<file path="config.mk">
export PLATFORM = sky130hd
export DESIGN_NAME = analog_scan_ctrl_flat
export DESIGN_NICKNAME = d
export VERILOG_FILES = /design/src/rtl/analog_scan_ctrl_pkg.sv /design/src/rtl/analog_scan_ctrl_if.sv /design/src/rtl/analog_image_regs.sv /design/src/rtl/analog_scan_ctrl.sv /design/src/flat_wrapper.sv
export SDC_FILE = /design/constraint.sdc
export NUM_CORES = 1
export LEC_CHECK = 0
export BUFFER_PORTS_ARGS = -buffer_cell sky130_fd_sc_hd__buf_4
export CAP_MARGIN = 20
export CORE_ASPECT_RATIO = 1.75
export CORE_MARGIN = 2
export CORE_UTILIZATION = 50
export CTS_CLUSTER_DIAMETER = 80
export CTS_CLUSTER_SIZE = 24
export DETAILED_ROUTE_END_ITERATION = 16
export PLACE_DENSITY = 0.77
export RECOVER_POWER = 25
export SYNTH_ARGS = -nofsm -noshare
export SYNTH_HDL_FRONTEND = slang
export SYNTH_HIERARCHICAL = 1
export SYNTH_SLANG_ARGS = --single-unit
</file>
<file path="constraint.sdc">
create_clock -name clk -period 7.4 [get_ports clk]
set_input_delay 1.85 -clock clk [delete_from_list [all_inputs] [get_ports clk]]
set_output_delay 1.85 -clock clk [all_outputs]
set_load 0.02 [all_outputs]
</file>
<file path="src/rtl/analog_scan_ctrl_pkg.sv">
// Shared types and constants for the analog scan scheduler.
package analog_scan_ctrl_pkg;

  typedef enum logic [2:0] {
    StIdle    = 3'd0,
    StSelect  = 3'd1,
    StSettle  = 3'd2,
    StCapture = 3'd3,
    StUpdate  = 3'd4,
    StDone    = 3'd5
  } scan_state_e;

  // Host write to this address clears the overrun flag instead of touching the image.
  localparam logic [3:0] OvrClrAddr = 4'd15;

endpackage

</file>
<file path="src/rtl/analog_scan_ctrl_if.sv">
// Scan handshake and image register bus between the PLC core and the scan scheduler.
interface analog_scan_ctrl_if #(
  parameter int unsigned BITS     = 16,
  parameter int unsigned CHANNELS = 4
) ();

  logic                scan_start;
  logic [CHANNELS-1:0] dir_mask;
  logic                scan_busy;
  logic                scan_done;
  logic                scan_ovr;
  logic [3:0]          img_addr;
  logic                img_wr;
  logic [BITS-1:0]     img_wdata;
  logic [BITS-1:0]     img_rdata;

  modport master (
    output scan_start, dir_mask, img_addr, img_wr, img_wdata,
    input  scan_busy, scan_done, scan_ovr, img_rdata
  );

  modport slave (
    input  scan_start, dir_mask, img_addr, img_wr, img_wdata,
    output scan_busy, scan_done, scan_ovr, img_rdata
  );

endinterface

</file>
<file path="src/rtl/analog_image_regs.sv">
// Input/output image register file with output latches, same-cycle write bypass
// into the latch being updated, and combinational image readback.
module analog_image_regs #(
  parameter int unsigned BITS     = 16,
  parameter int unsigned CHANNELS = 4,
  parameter int unsigned ChW      = 2
) (
  input  logic                     clk,
  input  logic                     rst,
  input  logic [3:0]               img_addr_i,
  input  logic                     img_wr_i,
  input  logic [BITS-1:0]          img_wdata_i,
  output logic [BITS-1:0]          img_rdata_o,
  input  logic                     cap_en_i,
  input  logic                     upd_en_i,
  input  logic [ChW-1:0]           ch_i,
  input  logic [CHANNELS*BITS-1:0] io_dout_i,
  output logic [CHANNELS*BITS-1:0] io_din_o
);

  logic [BITS-1:0] out_img_q [CHANNELS];
  logic [BITS-1:0] out_img_d [CHANNELS];
  logic [BITS-1:0] in_img_q  [CHANNELS];
  logic [BITS-1:0] in_img_d  [CHANNELS];
  logic [BITS-1:0] latch_q   [CHANNELS];
  logic [BITS-1:0] latch_d   [CHANNELS];
  logic            wr_hit;

  always_comb begin
    wr_hit    = img_wr_i && (32'(img_addr_i) < CHANNELS);
    out_img_d = out_img_q;
    in_img_d  = in_img_q;
    latch_d   = latch_q;
    for (int unsigned k = 0; k < CHANNELS; k++) begin
      if (wr_hit && (32'(img_addr_i) == k)) out_img_d[k] = img_wdata_i;
      if (cap_en_i && (ch_i == ChW'(k))) in_img_d[k] = io_dout_i[k*BITS +: BITS];
      // Latch from the post-write image so a write to the updating channel bypasses.
      if (upd_en_i && (ch_i == ChW'(k))) latch_d[k] = out_img_d[k];
    end
  end

  always_ff @(posedge clk or posedge rst) begin
    if (rst) begin
      out_img_q <= '{default: '0};
      in_img_q  <= '{default: '0};
      latch_q   <= '{default: '0};
    end else begin
      out_img_q <= out_img_d;
      in_img_q  <= in_img_d;
      latch_q   <= latch_d;
    end
  end

  always_comb begin
    img_rdata_o = '0;
    io_din_o    = '0;
    for (int unsigned k = 0; k < CHANNELS; k++) begin
      if (32'(img_addr_i) == k) img_rdata_o = in_img_q[k];
      io_din_o[k*BITS +: BITS] = latch_q[k];
    end
  end

endmodule

</file>
<file path="src/rtl/analog_scan_ctrl.sv">
// PLC analog scan scheduler: captures input channels, commits output latches, one start/done.
// Optional feature: define ANALOG_SCAN_OVERRUN_EN for the sticky scan_ovr flag.
module analog_scan_ctrl
  import analog_scan_ctrl_pkg::*;
#(
  parameter int unsigned BITS     = 16,
  parameter int unsigned CHANNELS = 4,
  parameter int unsigned SETTLE   = 2
) (
  input  logic                     clk,
  input  logic                     rst,
  analog_scan_ctrl_if.slave        bus,
  output logic [CHANNELS-1:0]      io_en,
  output logic [CHANNELS-1:0]      io_dir,
  output logic [CHANNELS*BITS-1:0] io_din,
  input  logic [CHANNELS*BITS-1:0] io_dout
);

  localparam int unsigned ChW  = (CHANNELS > 1) ? $clog2(CHANNELS) : 1;
  localparam int unsigned CntW = (SETTLE > 1) ? $clog2(SETTLE) : 1;
  localparam logic [ChW-1:0]  LastCh  = ChW'(CHANNELS - 1);
  localparam logic [CntW-1:0] LastCnt = CntW'(SETTLE - 1);

  scan_state_e         state_q, state_d;
  logic [ChW-1:0]      ch_q, ch_d;
  logic [CntW-1:0]     cnt_q, cnt_d;
  logic [CHANNELS-1:0] mask_q, mask_d;
  logic [CHANNELS-1:0] dir_q, dir_d;
  logic                cap_en, upd_en, img_wr_img;

  always_comb begin
    state_d = state_q;
    ch_d    = ch_q;
    cnt_d   = cnt_q;
    mask_d  = mask_q;
    dir_d   = dir_q;
    cap_en  = 1'b0;
    upd_en  = 1'b0;
    unique case (state_q)
      StIdle: begin
        if (bus.scan_start) begin
          mask_d  = bus.dir_mask;
          ch_d    = '0;
          state_d = StSelect;
        end
      end
      StSelect: begin
        cnt_d = '0;
        if (mask_q[ch_q]) begin
          state_d = StUpdate;
        end else begin
          dir_d[ch_q] = 1'b0;
          state_d     = StSettle;
        end
      end
      StSettle: begin
        if (cnt_q == LastCnt) state_d = StCapture;
        else                  cnt_d   = cnt_q + CntW'(1);
      end
      StCapture, StUpdate: begin
        if (state_q == StCapture) begin
          cap_en = 1'b1;
        end else begin
          upd_en      = 1'b1;
          dir_d[ch_q] = 1'b1;
        end
        if (ch_q == LastCh) begin
          state_d = StDone;
        end else begin
          ch_d    = ch_q + ChW'(1);
          state_d = StSelect;
        end
      end
      StDone:  state_d = StIdle;
      default: state_d = StIdle;
    endcase
  end

  always_ff @(posedge clk or posedge rst) begin
    if (rst) begin
      state_q <= StIdle;
      ch_q    <= '0;
      cnt_q   <= '0;
      mask_q  <= '0;
      dir_q   <= '0;
    end else begin
      state_q <= state_d;
      ch_q    <= ch_d;
      cnt_q   <= cnt_d;
      mask_q  <= mask_d;
      dir_q   <= dir_d;
    end
  end

  always_comb begin
    io_en = '0;
    if (state_q inside {StSelect, StSettle, StCapture, StUpdate}) begin
      for (int unsigned k = 0; k < CHANNELS; k++) begin
        if (ch_q == ChW'(k)) io_en[k] = 1'b1;
      end
    end
  end

  assign io_dir        = dir_q;
  assign bus.scan_busy = (state_q != StIdle);
  assign bus.scan_done = (state_q == StDone);

`ifdef ANALOG_SCAN_OVERRUN_EN
  logic ovr_q, ovr_d, ovr_clr;

  always_comb begin
    ovr_clr = bus.img_wr && (bus.img_addr == OvrClrAddr);
    ovr_d   = ovr_q;
    if (ovr_clr) ovr_d = 1'b0;
    if (bus.scan_start && !(state_q inside {StIdle, StDone})) ovr_d = 1'b1;
  end

  always_ff @(posedge clk or posedge rst) begin
    if (rst) ovr_q <= 1'b0;
    else     ovr_q <= ovr_d;
  end

  assign bus.scan_ovr = ovr_q;
  assign img_wr_img   = bus.img_wr && !ovr_clr;
`else
  assign bus.scan_ovr = 1'b0;
  assign img_wr_img   = bus.img_wr;
`endif

  analog_image_regs #(
    .BITS     (BITS),
    .CHANNELS (CHANNELS),
    .ChW      (ChW)
  ) u_image_regs (
    .clk         (clk),
    .rst         (rst),
    .img_addr_i  (bus.img_addr),
    .img_wr_i    (img_wr_img),
    .img_wdata_i (bus.img_wdata),
    .img_rdata_o (bus.img_rdata),
    .cap_en_i    (cap_en),
    .upd_en_i    (upd_en),
    .ch_i        (ch_q),
    .io_dout_i   (io_dout),
    .io_din_o    (io_din)
  );

endmodule
</file>
<file path="src/flat_wrapper.sv">
// flat-port wrapper written by rule: the top's interface ports become plain ports
module analog_scan_ctrl_flat import analog_scan_ctrl_pkg::*;
#(
  parameter int unsigned BITS     = 16,
  parameter int unsigned CHANNELS = 4,
  parameter int unsigned SETTLE   = 2
)
  (clk, rst, io_en, io_dir, io_din, io_dout, bus_scan_start, bus_dir_mask, bus_img_addr, bus_img_wr, bus_img_wdata, bus_scan_busy, bus_scan_done, bus_scan_ovr, bus_img_rdata);
  analog_scan_ctrl_if #(.BITS(BITS), .CHANNELS(CHANNELS)) bus_i ();
  input  logic clk;
  input  logic rst;
  output logic [CHANNELS-1:0] io_en;
  output logic [CHANNELS-1:0] io_dir;
  output logic [CHANNELS*BITS-1:0] io_din;
  input  logic [CHANNELS*BITS-1:0] io_dout;
  input wire logic [$bits(bus_i.scan_start)-1:0] bus_scan_start;
  input wire logic [$bits(bus_i.dir_mask)-1:0] bus_dir_mask;
  input wire logic [$bits(bus_i.img_addr)-1:0] bus_img_addr;
  input wire logic [$bits(bus_i.img_wr)-1:0] bus_img_wr;
  input wire logic [$bits(bus_i.img_wdata)-1:0] bus_img_wdata;
  output wire logic [$bits(bus_i.scan_busy)-1:0] bus_scan_busy;
  output wire logic [$bits(bus_i.scan_done)-1:0] bus_scan_done;
  output wire logic [$bits(bus_i.scan_ovr)-1:0] bus_scan_ovr;
  output wire logic [$bits(bus_i.img_rdata)-1:0] bus_img_rdata;
  assign bus_i.scan_start = bus_scan_start;
  assign bus_i.dir_mask = bus_dir_mask;
  assign bus_i.img_addr = bus_img_addr;
  assign bus_i.img_wr = bus_img_wr;
  assign bus_i.img_wdata = bus_img_wdata;
  assign bus_scan_busy = bus_i.scan_busy;
  assign bus_scan_done = bus_i.scan_done;
  assign bus_scan_ovr = bus_i.scan_ovr;
  assign bus_img_rdata = bus_i.img_rdata;
  analog_scan_ctrl #(.BITS(BITS), .CHANNELS(CHANNELS), .SETTLE(SETTLE)) u_core (.clk(clk), .rst(rst), .bus(bus_i), .io_en(io_en), .io_dir(io_dir), .io_din(io_din), .io_dout(io_dout));
endmodule
</file>
* Yosys cells after proc, flatten, opt, wreduce, memory -nomap -nowiden *
Index checks and enable logic that the tools add are counted.
W data, S select, Z words.

storage, ports and cells
  bits in registers = 206
  input port bits = 92
  output and inout port bits = 91
  word-level logic and storage cells = 102

cells by class
  $add $sub $neg = 2
  $lt $le $gt $ge = 3
  equality and inequality tests = 16
  mux-type cells = 34
  bitwise logic cells = 3
  reduce and logical (&&, ||, !) cells = 27

operators with widths
  operator              number
  $mux W16              8
  $logic_and A1 B1 Y1   14
  $mux W3               4
  $mux W4               3
  $pmux W3 S4           1
  $mux W1               11
  $eq A4 B2 Y1 const B  2
  $ne A2 B2 Y1 const B  4
  $pmux W4 S2           1
  $eq A3 B2 Y1 const B  2
  $eq A3 B3 Y1 const B  2
  $reduce_and A3 Y1     2
  $reduce_bool A2 Y1    3
  $and A4 B4 Y4         1
  $eq A2 B2 Y1 const B  2
  $eq A4 B1 Y1 const B  1
  $logic_not A4 Y1      1
  $lt A4 B3 Y1 const B  1
  $mux W2               2
  $not A4 Y4            1
  $or A4 B4 Y4          1
  $pmux W2 S2           1
  $reduce_and A2 Y1     2
  $reduce_bool A4 Y1    1
  other kinds (14)      14

* Depth between registers and ports, before layout *
  depth after elaboration = 8
  depth in mapped cells = 9
  mapped depth without buffers = 6

* By module *
The synthesis kept the hierarchy.

modules (own cells, without submodules)
  module             instances  cells an instance  area each (sq um)  sequential area each (sq um)
  analog_image_regs  1          674                8156.6             4804.6
  analog_scan_ctrl   1          76                 808.3              350.3

* Least setup slack after synthesis *
Ideal clock, no wire load.

  path kind = input-to-output
  from = input port bus_img_addr[0]
  to = output port bus_img_rdata[10]
  arrival = 3.045 ns
  required time = 5.550 ns
  setup slack = 2.505 ns
  stages on the path = 4
  path buffers = 2
  cell sequence = buf_4 -> buf_2 -> mux4_2 -> nor2b_1

between the ends
  word-level cells in the longest chain between the ends = 5
  elaborated cells between the ends (all ways) = 8
  classes of those cells = eq/ne (3); mux (4); reduce/logical (1)

RTL lines
  element                 line                     source
  start, declared         flat_wrapper.sv:18       input wire logic [$bits(bus_i.img_addr)-1:0] bus_img_addr;
  $logic_not A4 Y1        analog_image_regs.sv:58  if (32'(img_addr_i) == k) img_rdata_o = in_img_q[k];
  $mux W16 (3 in series)  analog_image_regs.sv:58
  $mux W16 *              analog_image_regs.sv:58
  end, declared           flat_wrapper.sv:24       output wire logic [$bits(bus_i.img_rdata)-1:0] bus_img_rdata;

Mark *: on every way between the ends. The rest lies on a longest branch, timed or not.

* Worst setup path in the final report *
  from = input port bus_img_addr[1]
  to = output port bus_img_rdata[8]

Same word-level chain as after synthesis.

==> flow_metrics.tcl <==
set metrics [dict create \
    fin_tns_setup_ns 0 \
    drt-initial-drc-count 305 \
    synth-main-ff-cell "dfrtp_1" \
    synth_area_um2 8960 \
    cts_htree_levels 1 \
    post_drt_wl_per_cell_um 18.6 \
    cts_tree "done" \
    cts.path.max_buffers 3 \
    drtPass1Iterations 5 \
    synth_edf_count 0 \
    r2r_start "u_core/state_q[2]" \
    cts.repair.resized 0 \
    endpoint_kind "primary output" \
    drv_slew 0 \
    overflow 0 \
    required_ns 5.55 \
    clock_latency_ns 0.46 \
    slew_headroom_pct 28.4 \
    path_class "in2out" \
    timing.fmax_mhz 201 \
    antenna_found_initial 0 \
    core_um2 17500 \
    dieWidth_um 105 \
    io_buffers 181 \
    clk_pin_slew_ns 0.09 \
    ir_worst_vdd_mv 0.283 \
    dieArea_um2 19100 \
    ys_seq_area_share_pct 57.5 \
    postSynthCellCount 750 \
    critPathLaunchType "input pin" \
    drt-total-wl_um 20900 \
    area_delta_synth_final_pct 19.7 \
    fin_skew_ns 0.0125 \
    setup_violations 0 \
    ant_nets 0 \
    dieHeight_um 181 \
    min-delay-path-class "reg2reg" \
    fin_crit_sh_pct 67.2 \
    vias 6382 \
    drive_gt1_share_pct 32.9 \
    grt_usage_pct 22.4 \
    fin_crit_ns 4.98 \
    rsz0062_at_grt "false" \
    hold_violations 0 \
    grt_pass1_wl_um 34100 \
    ys_types 45 \
    synth_seq_cells 206 \
    io_pins 183 \
    start_util_pct 51.1 \
    via_per_inst 5.66 \
    worst_pin_slew_ns 1.07 \
    rows 64 \
    final_cell_mix "206 x dfrtp_1, 186 x buf_4, 83 x nand2_1, 70 x mux2_2, 64 x o21ai_0" \
    drv_cap 0 \
    netlist.area_leader.share_pct 57.5 \
    crit_start "bus_img_addr[1]" \
    cp_max_fo 60 \
    synthArstFlopShare_pct 100 \
    cts_buffers 12 \
    postCtsHoldBufs 0 \
    yosys-top-cells-area "dfrtp_1 58%, mux2_2 8.8%, mux4_2 4.3%" \
    post-route-drc-count 0 \
    clockRootBuffer "clkbuf_16" \
    cts_sinks 206 \
    synth_warnings 6 \
    grt_pass1_vias 6570 \
    yosys.area.top_type "dfrtp_1" \
    diodes 0 \
    arrival_ns 3.13 \
    fin_util_pct 61.2 \
    worstHoldStart "u_core/u_image_regs/out_img_q[57]" \
    status "completed" \
    cts_setup_buffers 0 \
    syn_area_per_cell_um2 12.0 \
    grt_max_degree 128 \
    hpwlAfterDp_um 14800 \
    syn_nets 846 \
    place_congestion 0.848 \
    layout_commonest_cell "dfrtp_1" \
    power_density_nw_per_um2 327 \
    leakage_nw 4.84 \
    nNetsFinal 992 \
]
==> worst paths after layout <==
| check | end | slack (ns) | cells past startpoint |
|---|---|---|---|
| worst max register to register | u_core/u_image_regs/in_img_q[63] | 4.62 | 6 |
| worst min register to register | u_core/u_image_regs/out_img_q[57] | 0.49 | 2 |
| min in group asynchronous | asynchronous set/reset pin | 1.51 | 2 |
| max in group asynchronous | u_core/u_image_regs/in_img_q[21] | 4.43 | 3 |
| worst min-delay path | u_core/u_image_regs/out_img_q[57] | 0.49 | 2 |
| worst max-delay path | bus_img_rdata[8] | 2.42 | 4 |
==> cells in the mapped netlist (3+ instances only) <==
cell type  instances
dfrtp_1          206
nand2_1           83
mux2_2            70
o21ai_0           64
a31oi_1           40
nor2_1            35
a21boi_0          32
nor2b_1           32
o21bai_1          32
o22a_1            32
clkbuf_1          27
buf_2             19
mux4_2            17
inv_1              7
and2_1             4
buf_1              4
buf_6              4
ha_1               4
a21oi_1            3
buf_4              3
o21ai_1            3
==> through the flow <==
step	cell area (um^2)	power, W	setup slack (ns)	instances	hold WS (ns)
finish	10700	0.00350	2.42	1127	0.485
global placement	10400	0.00283	2.45	1112	0.462
floorplan	8960	0.00246	0.323	750	0.441
detailed placement	10400	0.00288	2.43	1112	0.469
CTS	10700	0.00355	2.43	1126	0.490
global route	10700	0.00371	2.35	1127	0.524
==> routing by layer <==
layer	part of all wire, %	up-vias	track usage [%]
li1	-	2940	-
met1	38	3204	27.2
met2	52	213	39.4
met3	6.5	25	4.55
met4	3.0	0	7.63
met5	0	-	0
==> power breakdown <==
group	internal (W)	switching [W]
combinational	0.000601	0.000551
sequential	0.00148	0.000211
clock	0.000318	0.000346
==> cell families after synthesis <==
group | count (synthesis) | share of synthesized area, %
compound gates | 211 | 15.7
xor+xnor | 1 | 0.0977
fa+ha+maj | 4 | 0.558
buf+inv | 65 | 3.45
flops | 206 | 57.5
mux | 88 | 13.2
other cells | 1 | 0.0418
simple gates | 174 | 9.49
==> cell type report <==
class	count	area [um^2]
Clock buffer	13	325
Clock inverter	1	11.3
Fill cell	1444	6810
Inverter	8	37.5
Multi-Input combinational cell	479	3490
Sequential cell	206	5150
Tap cell	231	289
Timing Repair Buffer	189	1420
==> worst max-delay path, stage by stage <==
cell and delay [ns]:
buf_4 0.50, mux4_2 0.41, nor2b_1 0.15, buf_4 0.17
==> sequential cells by signal (all words and copies together), names as in the netlist, named ones only <==
name,count
u_core/cnt_q,1
u_core/mask_q,4
u_core/state_q,3
u_core/u_image_regs/out_img_q,64
u_core/u_image_regs/io_din_o,64
u_core/u_image_regs/in_img_q,64
u_core/ch_q,2
No activity file was read; power rests on OpenSTA's default activity.
